File: src/rtl/sram_read_drain.sv
// sram_read_drain
// Takes one wide scratchpad read row and drains it onto the DRAM write bus as a
// sequence of BEAT_W-bit write beats. Each beat carries the captured transaction
// ID and an address that advances by BEAT_W/8 bytes per beat. One row is held at
// a time; the next row is accepted only once the current one has fully drained.
//
// Ports
//   CLK, RST          clock, synchronous active-high reset
//   sram_res_valid    row offered by the scratchpad read port
//   sram_res_ready    row can be accepted (idle and not stalled)
//   sram_rdata        row data, element 0 in the low bits
//   dram_id           transaction ID, captured with the row
//   dram_base_addr    byte address of beat 0, captured with the row
//   num_request       beats minus one, captured with the row
//   be_stall          backend stall; freezes draining and row acceptance
//   dram_req_valid    beat presented
//   dram_req_ready    DRAM bus accepts the beat
//   dram_req_write    always 1 while a beat is presented
//   dram_req_id       captured ID
//   dram_req_addr     base + beat * BEAT_W/8, wrapping at ADDR_W bits
//   dram_wdata        current beat slice of the captured row
//   dram_req_last     final beat of the row
//   drain_done        one-cycle pulse after the final beat is accepted

module sram_read_drain #(
    parameter int unsigned DATA_W = 512,
    parameter int unsigned BEAT_W = 64,
    parameter int unsigned ID_W   = 8,
    parameter int unsigned ADDR_W = 32
) (
    input  logic                                         CLK,
    input  logic                                         RST,
    input  logic                                         sram_res_valid,
    output logic                                         sram_res_ready,
    input  logic [DATA_W-1:0]                            sram_rdata,
    input  logic [ID_W-1:0]                              dram_id,
    input  logic [ADDR_W-1:0]                            dram_base_addr,
    input  logic [((DATA_W/BEAT_W) > 1 ? $clog2(DATA_W/BEAT_W) : 1)-1:0] num_request,
    input  logic                                         be_stall,
    output logic                                         dram_req_valid,
    input  logic                                         dram_req_ready,
    output logic                                         dram_req_write,
    output logic [ID_W-1:0]                              dram_req_id,
    output logic [ADDR_W-1:0]                            dram_req_addr,
    output logic [BEAT_W-1:0]                            dram_wdata,
    output logic                                         dram_req_last,
    output logic                                         drain_done
);

    // DATA_W is expected to be an exact multiple of BEAT_W.
    localparam int unsigned BEATS      = DATA_W / BEAT_W;
    localparam int unsigned CNT_W      = (BEATS > 1) ? $clog2(BEATS) : 1;
    localparam int unsigned BEAT_BYTES = BEAT_W / 8;

    typedef enum logic {
        StIdle,
        StSend
    } state_t;

    state_t              r_state;
    logic [CNT_W-1:0]    r_cnt;
    logic [DATA_W-1:0]   r_row;
    logic [ID_W-1:0]     r_id;
    logic [ADDR_W-1:0]   r_base;
    logic [CNT_W-1:0]    r_num;
    logic                r_done;

    logic                w_send;
    logic                w_last_beat;
    logic                w_beat_fire;

    assign w_send      = (r_state == StSend);
    assign w_last_beat = (r_cnt == r_num);

    // Stall gates both sides so nothing moves while the backend is frozen.
    assign sram_res_ready = !w_send && !be_stall;
    assign dram_req_valid = w_send && !be_stall;
    assign dram_req_write = dram_req_valid;
    assign w_beat_fire    = dram_req_valid && dram_req_ready;

    assign dram_req_last = w_send && w_last_beat;
    assign dram_req_id   = r_id;
    // Plain ADDR_W-bit add: wraps silently past the top of the address space.
    assign dram_req_addr = r_base + (ADDR_W'(r_cnt) * ADDR_W'(BEAT_BYTES));
    assign dram_wdata    = r_row[r_cnt*BEAT_W +: BEAT_W];
    assign drain_done    = r_done;

    always_ff @(posedge CLK) begin
        if (RST) begin
            r_state <= StIdle;
            r_cnt   <= '0;
            r_row   <= '0;
            r_id    <= '0;
            r_base  <= '0;
            r_num   <= '0;
            r_done  <= 1'b0;
        end else begin
            r_done <= 1'b0;
            case (r_state)
                StIdle: begin
                    if (sram_res_valid && sram_res_ready) begin
                        r_row   <= sram_rdata;
                        r_id    <= dram_id;
                        r_base  <= dram_base_addr;
                        r_num   <= num_request;
                        r_cnt   <= '0;
                        r_state <= StSend;
                    end
                end
                StSend: begin
                    if (w_beat_fire) begin
                        if (w_last_beat) begin
                            r_state <= StIdle;
                            r_cnt   <= '0;
                            r_done  <= 1'b1;
                        end else begin
                            r_cnt <= r_cnt + CNT_W'(1);
                        end
                    end
                end
                default: r_state <= StIdle;
            endcase
        end
    end

endmodule

File: config.mk
export PLATFORM = sky130hd
export DESIGN_NAME = sram_read_drain
export DESIGN_NICKNAME = d
export VERILOG_FILES = /design/src/rtl/sram_read_drain.sv
export SDC_FILE = /design/constraint.sdc
export NUM_CORES = 1
export LEC_CHECK = 0
export ABC_AREA = 1
export CAP_MARGIN = 40
export CORE_AREA = 2 2 258 260
export CTS_CLUSTER_SIZE = 12
export DETAILED_ROUTE_END_ITERATION = 8
export DIE_AREA = 0 0 260 262
export DONT_BUFFER_PORTS = 1
export REMOVE_ABC_BUFFERS = 1
export SLEW_MARGIN = 15
export SYNTH_ARGS = -nofsm -noshare
export SYNTH_HDL_FRONTEND = slang
export SYNTH_SLANG_ARGS = --single-unit
File: constraint.sdc
create_clock -name CLK -period 6 [get_ports CLK]
set_input_delay 1.2 -clock CLK [delete_from_list [all_inputs] [get_ports CLK]]
set_output_delay 1.2 -clock CLK [all_outputs]
set_load 0.05 [all_outputs]
Word level (Yosys, flattened, before mapping)
Cells that the tools add are included.
{ "totals": {"ff_bits": 560, "input_bits": 560} }
{ "op_classes": {"n_bitwise": 2, "n_mux": 9, "n_addsub": 2, "n_shift": 1, "eq_ne": 3, "n_reduce_logical": 10} }
{ "ops": {"columns": ["op", "count"], "rows": [
  ["indexed part select 512 x 10 -> 64 bit", 1],
  ["adder 32 x 6 -> 32 bit", 1],
  ["two-way mux 3 bit", 3],
  ["case mux 3 bit (2 select lines)", 1],
  ["logical AND 1 bit", 5],
  ["two-way mux 1 bit", 4],
  ["AND reduction 2 bit", 2],
  ["adder 3 x 1 -> 3 bit, second input constant", 1],
  ["== test 3 bit", 1],
  ["OR reduction 3 bit", 1],
  ["zero test 1 bit", 2],
  ["!= test 2 x 1 -> 1 bit, second input constant", 1],
  ["!= test 2 bit, second input constant", 1],
  ["NOT 1 bit", 2],
  ["case mux 1 bit (2 select lines)", 1]
]} }

Longest topological paths before layout
{ "logic_depth": {"ltp_word": 5, "depth_mapped": 11} }

Worst setup path before layout
Ideal clock, no wire load.
{ "synth_timing": {"path_kind": "flip-flop to output port", "startpoint": "reg r_cnt[0]", "endpoint": "out dram_req_addr[19]", "n_path_buf": 0, "setup_slack_ps": 2565, "path_stages_with_launch": 10, "arrival_ps": 2235, "path_cell_list": "dfxtp_1 -> ha_1 -> fa_1 -> nand2_1 -> nand2_1 -> nand2_1 -> inv_1 -> nand2_1 -> nor2_1 -> xor2_1"} }
{ "synth_between": {"elab_chain_len": 1} }
{ "synth_rtl": {"columns": ["item", "line", "text"], "rows": [
  ["start, declared", "61", "logic [CNT_W-1:0] r_cnt;"],
  ["start signal, assigned", "117", "r_cnt <= r_cnt + CNT_W'(1);"],
  ["adder 32 x 6 -> 32 bit", "84", "assign dram_req_addr = r_base + (ADDR_W'(r_cnt) * ADDR_W'(BEAT_BYTES));"],
  ["end, declared", "44", "output logic [ADDR_W-1:0] dram_req_addr,"]
]} }
Every way passes these cells.

Final worst setup path
{ "layout_timing": {"startpoint": "reg r_cnt[1]", "endpoint": "out dram_wdata[5]"} }
{ "layout_between": {"elab_chain_len": 1} }
{ "layout_rtl": {"columns": ["item", "line", "text"], "rows": [
  ["indexed part select 512 x 10 -> 64 bit", "85", "assign dram_wdata = r_row[r_cnt*BEAT_W +: BEAT_W];"],
  ["end, declared", "45", "output logic [BEAT_W-1:0] dram_wdata,"]
]} }
Every way passes these cells.

==> qor.txt <==
Status: finished, final reports clean
VDD IR max: 268 uV
Area fraction of the dominant cell type after synthesis: 46.1%
Port bufs: 0
Utilization after layout: 40.9%
Static leakage: 0.0105 uW
Core region area: 0.0653 mm^2
Routed vias/inst: 5.23
Synth Cell Area: 0.0243 mm^2
Critical Path RT: 4.80 ns
CTS tree: yes
Crit path buf inv count: 2
CTS root buffer: clkbuf_16
Tot Pwr: 9460 uW
Routed Antenna Nets: 0
Register area share after synthesis: 46.1%
Critical path type: reg2out
CTS HTree Levels: 2
Critical Path Max Stage Delay: 0.66 ns
Largest delay share family, worst path: buffers and inverters
Via count: 22,600
RSZ-0062 raised after global routing: false
Clock Pin Slew Worst Setup and Hold Paths: 0.06 ns
Initial antenna violation count: 33
Max FO, Critical Path: 64
Clock Skew: 0.0206 ns
Overall global routing resource usage: 21.9%
Final hold vios: 0
Fmax: 223 MHz
Dominant cell type by area after synthesis: dfxtp_1
CTS-repair resized insts: 0
Clk_lat worst skew: 0.62 ns
Yosys warns: 0
Final Cycle Share: 74.7%
Total gr overflow: 0
FF+latch count, synth: 560
Largest net degree at the start of global routing: 203
CP endpoint kind: primary output
Ratio of cells with drive above 1 in the final layout: 4.55%
Pwr Density: 354 mW/mm^2
DP Area: 0.0246 mm^2
Nets: 3,945
Syn-to-layout area delta: 9.87%
Post-CTS Setup Bufs: 0
CP Cell Sequence: inv_4 > buf_4 > o21ai_0 > o22ai_1 > nand2_1 > nand2_1
Vias in the first global route: 20,700
Detailed placement HPWL: 52,800 um
Dominant cells by area after synthesis: dfxtp_1, nor2_1, o21ai_0
Setup crit start kind: flop
Clock tree sinks: 560
Worst Max-Slew Pin Slew: 0.900 ns
Gpl congestion: 0.928
Starting Density: 37.2%
Avg Cell Area, Syn: 6.84 um^2
Inserted Clock Buffers: 61
Die area: 0.0681 mm^2
CTS Hold Buffers Added: 0
First-pass GRT wire length: 118,000 um
First-pass DRT Iterations: 8
Final setup fails: 0
Clock Path Buffers: 3
Max-cap violations: 0
Hold Path Class: reg2reg
Avg WL per Cell: 18.5 um
Crit path max-delay cell type: buf_4
Crit-path most repeated cell: nand2_1
Die Ht: 262 um
Row cnt: 94
Cell variety after synth: 28
Chip Width: 260 um
Total wire length: 79,600 um
Max Slew Vio Count: 0
DRC Markers: 0
Syn Inst Count: 3,552
Slew HR: 40.0%
Initial DRC Count: 1,627
Final Critical Period: 4.48 ns
Final instance area: 0.0267 mm^2
Critical Path AT: 3.28 ns
IO Count: 669
[stage by stage]
step	setup TNS [ns]	hold WS (ns)	setup WS, ns	std cells
final	0	0.472	1.52	4313
after global routing	0	0.495	1.36	4307
after CTS	0	0.468	1.46	4292
after detailed placement	0	0.460	1.86	4180
after global placement	0	0.455	1.81	4160
after floorplan	-1957.40	0.446	-3.23	3267
[area by class of cell]
class	instances	area (um^2)
well taps	864	1080
clock buffers	94	1810
repair buffers	50	515
diodes	20	50.0
fillers	7009	38600
inverters	27	136
clock inverters	18	259
multi-input cells	2680	11600
flip-flops and latches	560	11200
[synth_stat cells]
library cell	count
nor2_1	1396
o21ai_0	639
dfxtp_1	560
nand2_1	282
o21ai_1	177
clkbuf_1	149
o22ai_1	128
buf_2	74
buf_4	46
inv_1	23
a21oi_1	14
xor2_1	11
clkbuf_2	9
nand3_1	9
xnor2_1	7
nand3b_1	6
buf_1	4
ha_1	4
buf_6	3
inv_2	2
nand4_1	2
clkinv_2	1
fa_1	1
inv_4	1
nand2_4	1
nand3_2	1
nor2_2	1
o21ai_2	1
[where the power goes]
group	internal, uW	switching [uW]
clock network	2290	1580
registers	3980	169
logic	390	1050
total	6660	2800
[layout by cell type, fill, tap and decap left out, types with 8 or more instances in the layout]
cell type / instances
clkbuf_8: 14
o22ai_1: 128
o21ai_1: 177
a21oi_1: 14
nor2_1: 1396
nand3_1: 9
xor2_1: 11
dfxtp_1: 557
clkinv_2: 8
inv_1: 22
clkbuf_1: 18
o21ai_0: 639
nand2_1: 282
diode_2: 20
buf_4: 40
clkbuf_16: 62
buf_12: 8
[worst register-to-register path: stages, from the launching register on]
cell	delay, ns
dfxtp_1	0.38
nor2_2	0.62
nand2_8	0.52
inv_16	0.45
buf_16	0.52
buf_4	0.57
nor2_1	0.09
nor2_1	0.12
[registers in the layout, indices dropped and copies added, names as in the netlist]
| name | count |
|---|---|
| r_row | 512 |
| r_base | 32 |
| dram_req_id | 8 |
| r_cnt | 3 |
| r_num | 3 |
| drain_done | 1 |
| r_state | 1 |
[routing by layer]
| metal | up-vias | GRT usage (%) | wire, um |
|---|---|---|---|
| li1 | 11300 | - | - |
| met1 | 10400 | 27.0 | 33400 |
| met2 | 660 | 37.4 | 38500 |
| met3 | 145 | 5.57 | 5690 |
| met4 | 30 | 7.09 | 1850 |
| met5 | - | 0 | 184 |
[worst paths after layout]
check,from,end,slack (ns),cells after the start
setup reg to reg,r_state,r_row[206],2.66,7
hold / removal,r_base[31],r_base[31],0.47,2
hold reg to reg,r_base[31],r_base[31],0.47,2
setup / recovery,r_cnt[1],dram_wdata[5],1.52,6
[kinds of logic (layout without fill, tap and decap cells)]
logic type               Yosys count  in the layout  synth area share (%)
adder cells (fa/ha/maj)            5              5                 0.288
buffers and inverters            312            189                  6.06
XOR/XNOR                          18             18                 0.649
AND/OR/NAND/NOR                 1698           1698                  26.5
AO/OA/AOI/OAI                    959            959                  20.4
flip-flops                       560            560                  46.1
other                              0             20                     0
Note: power is estimated with default switching activity, not from simulation.
